## config.mk

```make
export PLATFORM = sky130hd
export DESIGN_NAME = fence_flush_sequencer
export DESIGN_NICKNAME = d
export VERILOG_FILES = /design/src/rtl/fence_flush_sequencer.sv
export SDC_FILE = /design/constraint.sdc
export NUM_CORES = 1
export LEC_CHECK = 0
export BUFFER_PORTS_ARGS = -buffer_cell sky130_fd_sc_hd__buf_2
export CAP_MARGIN = 30
export CORE_ASPECT_RATIO = 1.4
export CORE_MARGIN = 10
export CORE_UTILIZATION = 48
export CTS_CLUSTER_SIZE = 10
export DETAILED_ROUTE_END_ITERATION = 6
export HOLD_SLACK_MARGIN = 0.02
export PLACE_DENSITY = 0.71
export SLEW_MARGIN = 30
export SYNTH_ARGS = -nofsm -noshare
export SYNTH_HDL_FRONTEND = slang
export SYNTH_SLANG_ARGS = --single-unit
```

## constraint.sdc

```tcl
create_clock -name clk_i -period 2.5 [get_ports clk_i]
set_input_delay 0.5 -clock clk_i [delete_from_list [all_inputs] [get_ports clk_i]]
set_output_delay 0.5 -clock clk_i [all_outputs]
set_load 0.01 [all_outputs]
```

## src/rtl/fence_flush_sequencer.sv

```systemverilog
// fence_flush_sequencer: on a committed FENCE / FENCE.I / SFENCE.VMA, walks the
// required cache, L2 and TLB maintenance handshakes in order. It then issues a
// single pipeline-flush pulse and returns to idle.
module fence_flush_sequencer #(
    parameter int TIMEOUT = 1024,
    parameter int CNT_W   = 32
) (
    input  logic             clk_i,
    input  logic             rst_i,
    input  logic             fence_req_i,
    input  logic             fence_i_req_i,
    input  logic             sfence_vma_req_i,
    input  logic [1:0]       fence_op_i,
    output logic             busy_o,
    output logic             flush_dcache_o,
    input  logic             flush_dcache_ack_i,
    output logic             l2_fence_req_o,
    output logic [1:0]       l2_fence_op_o,
    input  logic             l2_fence_ack_i,
    output logic             flush_icache_o,
    output logic             flush_tlb_o,
    output logic             flush_pipeline_o,
    output logic             timeout_o,
    input  logic             timeout_clr_i,
    output logic [CNT_W-1:0] fence_cnt_o
);

    // Keep the watchdog at least one bit wide so TIMEOUT=0 still elaborates cleanly.
    localparam int WD_W = (TIMEOUT > 0) ? $clog2(TIMEOUT + 1) : 1;
    localparam logic [WD_W-1:0] WD_LAST = (TIMEOUT > 0) ? WD_W'(TIMEOUT - 1) : '0;

    typedef enum logic [2:0] {
        IDLE,
        DC_FLUSH,
        L2_FENCE,
        IC_FLUSH,
        TLB_FLUSH,
        DONE
    } state_t;

    state_t            state, state_n;
    logic              is_fence_i;   // remembers FENCE.I vs FENCE for the exit from DC_FLUSH
    logic [WD_W-1:0]   wd;
    logic              wd_expired;
    logic              timeout_set;

    assign wd_expired = (TIMEOUT != 0) && (wd == WD_LAST);

    // Next-state logic; an ack on the expiry cycle takes precedence over the watchdog.
    always_comb begin
        state_n     = state;
        timeout_set = 1'b0;
        unique case (state)
            IDLE: begin
                if (fence_i_req_i || fence_req_i) state_n = DC_FLUSH;
                else if (sfence_vma_req_i)        state_n = TLB_FLUSH;
            end
            DC_FLUSH: begin
                if (flush_dcache_ack_i || wd_expired) begin
                    timeout_set = !flush_dcache_ack_i;
                    if (is_fence_i)                 state_n = IC_FLUSH;
                    else if (l2_fence_op_o != 2'b00) state_n = L2_FENCE;
                    else                            state_n = DONE;
                end
            end
            L2_FENCE: begin
                if (l2_fence_ack_i || wd_expired) begin
                    timeout_set = !l2_fence_ack_i;
                    state_n     = DONE;
                end
            end
            IC_FLUSH:  state_n = DONE;
            TLB_FLUSH: state_n = DONE;
            DONE:      state_n = IDLE;
            default:   state_n = IDLE;
        endcase
    end

    // State register.
    always_ff @(posedge clk_i or posedge rst_i) begin
        if (rst_i) state <= IDLE;
        else       state <= state_n;
    end

    // Capture request kind and fence op when a request is accepted in IDLE.
    always_ff @(posedge clk_i or posedge rst_i) begin
        if (rst_i) begin
            is_fence_i    <= 1'b0;
            l2_fence_op_o <= 2'b00;
        end else if (state == IDLE && (fence_i_req_i || fence_req_i || sfence_vma_req_i)) begin
            is_fence_i    <= fence_i_req_i;
            l2_fence_op_o <= (!fence_i_req_i && fence_req_i) ? fence_op_i : 2'b00;
        end
    end

    // Watchdog: restarts on every state change, counts waiting cycles in handshake states.
    always_ff @(posedge clk_i or posedge rst_i) begin
        if (rst_i)                                         wd <= '0;
        else if (state_n != state)                         wd <= '0;
        else if (state == DC_FLUSH || state == L2_FENCE)   wd <= wd + 1'b1;
    end

    // Sticky timeout flag; a new timeout beats a simultaneous clear.
    always_ff @(posedge clk_i or posedge rst_i) begin
        if (rst_i)              timeout_o <= 1'b0;
        else if (timeout_set)   timeout_o <= 1'b1;
        else if (timeout_clr_i) timeout_o <= 1'b0;
    end

    // Completed-sequence counter, wraps naturally.
    always_ff @(posedge clk_i or posedge rst_i) begin
        if (rst_i)              fence_cnt_o <= '0;
        else if (state == DONE) fence_cnt_o <= fence_cnt_o + 1'b1;
    end

    assign busy_o           = (state != IDLE);
    assign flush_dcache_o   = (state == DC_FLUSH);
    assign l2_fence_req_o   = (state == L2_FENCE);
    assign flush_icache_o   = (state == IC_FLUSH);
    assign flush_tlb_o      = (state == TLB_FLUSH);
    assign flush_pipeline_o = (state == DONE);

endmodule

```

# ---- Word level (Yosys, flattened, before mapping)
# Cells that the tools add are included.
dict set report totals {
  ff_bits 50
  inputBits 10
  out_inout_bits 41
  wordCells 46
}
dict set report classes {
  n_addsub 2
  n_eq_ne 7
  n_mux 15
  n_reduce_logical 16
}
# operator count
set ops {}
lappend ops {{$add 32x1->32 const B} 1}
lappend ops {{$mux 11} 2}
lappend ops {{$mux 3} 6}
lappend ops {{$pmux 3 s4} 1}
lappend ops {{$add 11x1->11 const B} 1}
lappend ops {{$eq 11x10->1 const B} 1}
lappend ops {{$eq 3x2->1 const B} 2}
lappend ops {{$eq 3x3->1 const B} 2}
lappend ops {{$reduce_bool 2->1} 3}
lappend ops {{$logic_or 1x1->1} 5}
lappend ops {{$mux 1} 4}
lappend ops {{$eq 3x1->1 const B} 1}
lappend ops {{$logic_not 1->1} 3}
lappend ops {{$logic_not 3->1} 1}
lappend ops {{$ne 3x3->1} 1}
lappend ops {{$reduce_bool 3->1} 1}
lappend ops {{$logic_and 1x1->1} 2}
lappend ops {{$mux 2} 1}
lappend ops {{$pmux 1 s2} 1}
lappend ops {{$reduce_or 2->1} 1}

# ---- Longest topological paths before layout
dict set report logic_depth {
  depth_word 7
  mapped_depth 7
  ltp_nobuf 6
}

# ---- Least setup slack after synthesis
# No wires, ideal clock.
dict set report synth_path {
  path_type {flip-flop to flip-flop}
  from {register state[1]}
  to {register fence_cnt_o[26]}
  setup_time_ns 0.125
  arrival_ns 1.682
  required_ns 2.375
  path_slack_ns 0.692
  path_stages_with_launch 6
  path_buffers 0
  period_less_slack_ns 1.808
  cell_sequence {dfrtp_1 nand4b_4 or4_4 nor3_4 nand4_1 xnor2_1}
}
dict set report synth_via {
  elab_chain_len 1
}
# element line_no
set synth_rtl {}
lappend synth_rtl {{start: declaration} 41} ;# state_t state, state_n;
lappend synth_rtl {{start signal: assignment} 82} ;# else state <= state_n;
lappend synth_rtl {{$eq 3x3->1} 113} ;# else if (state == DONE) fence_cnt_o <= fence_cnt_o + 1'b1;
lappend synth_rtl {{end signal: assignment} 113}
lappend synth_rtl {{end: declaration} 25} ;# output logic [CNT_W-1:0] fence_cnt_o
# Every way passes these cells.
# A chain may end at the register's enable or synchronous reset.

# ---- Final worst setup path
dict set report layout_path {
  from {register state[2]}
  to {output flush_pipeline_o}
}
dict set report layout_via {
  elab_chain_len 1
}
# element line_no
set layout_rtl {}
lappend layout_rtl {{$eq 3x3->1} 121} ;# assign flush_pipeline_o = (state == DONE);
lappend layout_rtl {{end: declaration} 22} ;# output logic flush_pipeline_o,
# Every way passes these cells.

==> results_dict.tcl <==
set metrics [dict create \
    grt-ovfl-total 0 \
    root_buffer "clkbuf_8" \
    place.gp.congestion 0.905 \
    finClkSkew_ns 0.0116 \
    synth_edf_count 0 \
    ys_async_sr_fraction 1.00 \
    final_cells 362 \
    cts.sinks 50 \
    combPwrFrac 0.298 \
    clock_power_share 0.272 \
    slew_viol_final 0 \
    syn_nets 253 \
    period_share 0.859 \
    worst_slew_pin_slew_ns 0.697 \
    vias 1949 \
    post_cts_buffers 0 \
    hp-class "input port to async pin" \
    crit_chain "inv_1 > nor3b_1 > buf_4 > buf_2" \
    io_pins 51 \
    cpPeakStageDelay_ns 0.62 \
    synth_flop_cell "dfrtp_1" \
    power.switching_mw 0.871 \
    track_usage 0.131 \
    cap_violations 0 \
    fmax_mhz 466 \
    yosys_warnings 0 \
    slew_headroom 0.531 \
    rsz0062_at_grt "no" \
    rr_worst_depth 5 \
    wl_met2_mm 2.77 \
    first_global_vias 2028 \
    core.rowCount 30 \
    most-common-layout-cells "dfrtp_1, buf_2, nor2_1, xnor2_1, nand2_1" \
    diodes 0 \
    cts_resized 0 \
    finalSetupViolations 0 \
    avgSynthCellArea_sq_um 10.3 \
    internal_power_mw 1.62 \
    drt-met1-wl_mm 2.16 \
    area_growth_pct 19.3 \
    synth_seq_cells 50 \
    die_y_um 105 \
    synth_cells 241 \
    p_per_area_nw_per_um2 843 \
    ant_nets 0 \
    p_seq_frac 0.430 \
    required_ns 2.00 \
    top_layer_used "met4" \
    die_area_sq_um 8480 \
    cts_tree "done" \
    yosys-top-cells-area "dfrtp_1, xnor2_1, xor2_1" \
    grt_pass1_wl_mm 9.35 \
    route.met3.wl_um 388 \
    antenna_found_initial 0 \
    via_per_inst 5.38 \
    routed_wl_mm 5.38 \
    cp-start-kind "flip-flop" \
    htreeDepth 2 \
    place_inst 354 \
    post-route-drc-count 0 \
    numCtsBuffers 5 \
    core-area_sq_um 4920 \
    first_pass_iters 4 \
    grt_start_max_net_pins 28 \
    detail_route.iter0.violations 85 \
    clk_pin_slew_ns 0.10 \
    synth_cell_types 43 \
    cp-end-kind "output port" \
    period_minus_slack_ns 2.15 \
    p_sw_frac 0.350 \
    synth_top_area_cell "dfrtp_1" \
    final_nets 309 \
    synth.cell_area_sq_um 2480 \
    setup_tns_ns 0 \
    status "complete, no violations" \
    dieWidth_um 80.7 \
    drive_above_1_share 0.238 \
    cellLeakagePower_nw 1.46 \
    slowest_stage "dfrtp_1" \
    initial_utilization 0.504 \
    hold_viol 0 \
    yosysSeqAreaShare 0.505 \
    ir_worst_vdd_uv 621 \
    path_max_fanout 13 \
    dp_hpwl_mm 4.11 \
    io_buffers 50 \
    critPathKind "flip-flop to output port" \
    ctsLongestPathBuffers 2 \
    hold_buffers 0 \
    critical_path_arrival_ns 1.65 \
    wl_per_cell_um 14.9 \
    synth_top_area_share 0.505 \
    clock_latency_ns 0.31 \
]
[cell usage after synthesis (3+ instances only)]
| library cell | number |
|---|---|
| inv_1 | 7 |
| o31ai_1 | 3 |
| dfrtp_1 | 50 |
| nand4_1 | 15 |
| nor2_1 | 29 |
| and4_1 | 4 |
| and2_1 | 3 |
| xor2_1 | 15 |
| nor3_1 | 5 |
| o21ai_0 | 6 |
| nand2_1 | 25 |
| and3_1 | 7 |
| xnor2_1 | 27 |
| nand3_1 | 12 |
[cells by family after synthesis]
kind of cell,synth area share
DFF,0.505
and+or+nand+nor,0.242
adders and majority gates,0.0101
muxes,0.00455
buffers and inverters,0.0247
xor gates and xnor gates,0.148
AOI/OAI and AO/OA,0.0652
[power by group through the flow]
stage	clock [mW]	combinational (mW)	sequential, mW
after floorplan	0	0.551	1.04
after global placement	0	0.744	1.09
after detailed placement	0	0.747	1.09
after CTS	0.695	0.750	1.07
after global routing	0.726	0.853	1.10
final	0.678	0.743	1.07
[metal layers]
layer / global-route usage / vias to the layer above
li1: - / 961
met1: 0.143 / 937
met2: 0.232 / 44
met3: 0.0395 / 7
met4: 0.0360 / 0
met5: 0 / -
[layout make-up]
cell class | instances | area (sq um)
Timing Repair Buffer | 54 | 293
Clock inverter | 3 | 68.8
Multi-Input combinational cell | 178 | 1160
Tap cell | 64 | 80.1
Clock buffer | 5 | 68.8
Inverter | 8 | 30.0
Sequential cell | 50 | 1250
Fill cell | 417 | 1960
[final timing paths]
kind / from / to / slack, ns
max in group asynchronous: rst_i / fence_cnt_o[15] / 1.75
min reg2reg: fence_cnt_o[31] / fence_cnt_o[31] / 0.46
min: rst_i / fence_cnt_o[7] / 0.21
max reg2reg: state[2] / fence_cnt_o[25] / 0.43
max: state[2] / flush_pipeline_o / 0.35
min in group clk_i: fence_i_req_i / l2_fence_op_o[1] / 0.45
[through the flow]
step,utilization,setup slack [ns],power [mW],hold slack (ns),area (sq um)
4_1_cts,0.601,0.322,2.52,0.223,2960
6_report,0.601,0.352,2.49,0.213,2960
3_3_place_gp,0.573,0.450,1.83,0.451,2820
2_1_floorplan,-,0.692,1.59,0.491,2480
5_1_grt,0.601,0.135,2.68,0.243,2960
3_5_place_dp,0.573,0.409,1.83,0.455,2820
[sequential cells by signal (all words and copies together), names as in the netlist]
register and flops:
timeout_o 1, state 3, l2_fence_op_o 2, fence_cnt_o 32, is_fence_i 1, wd 11
[critical path, delay by kind of cell, from the launching register on]
family        cells  cell delay [ns]
flops             1             0.62
buf+inv           3             0.50
simple gates      1             0.22
(Power assumes the default switching activity.)
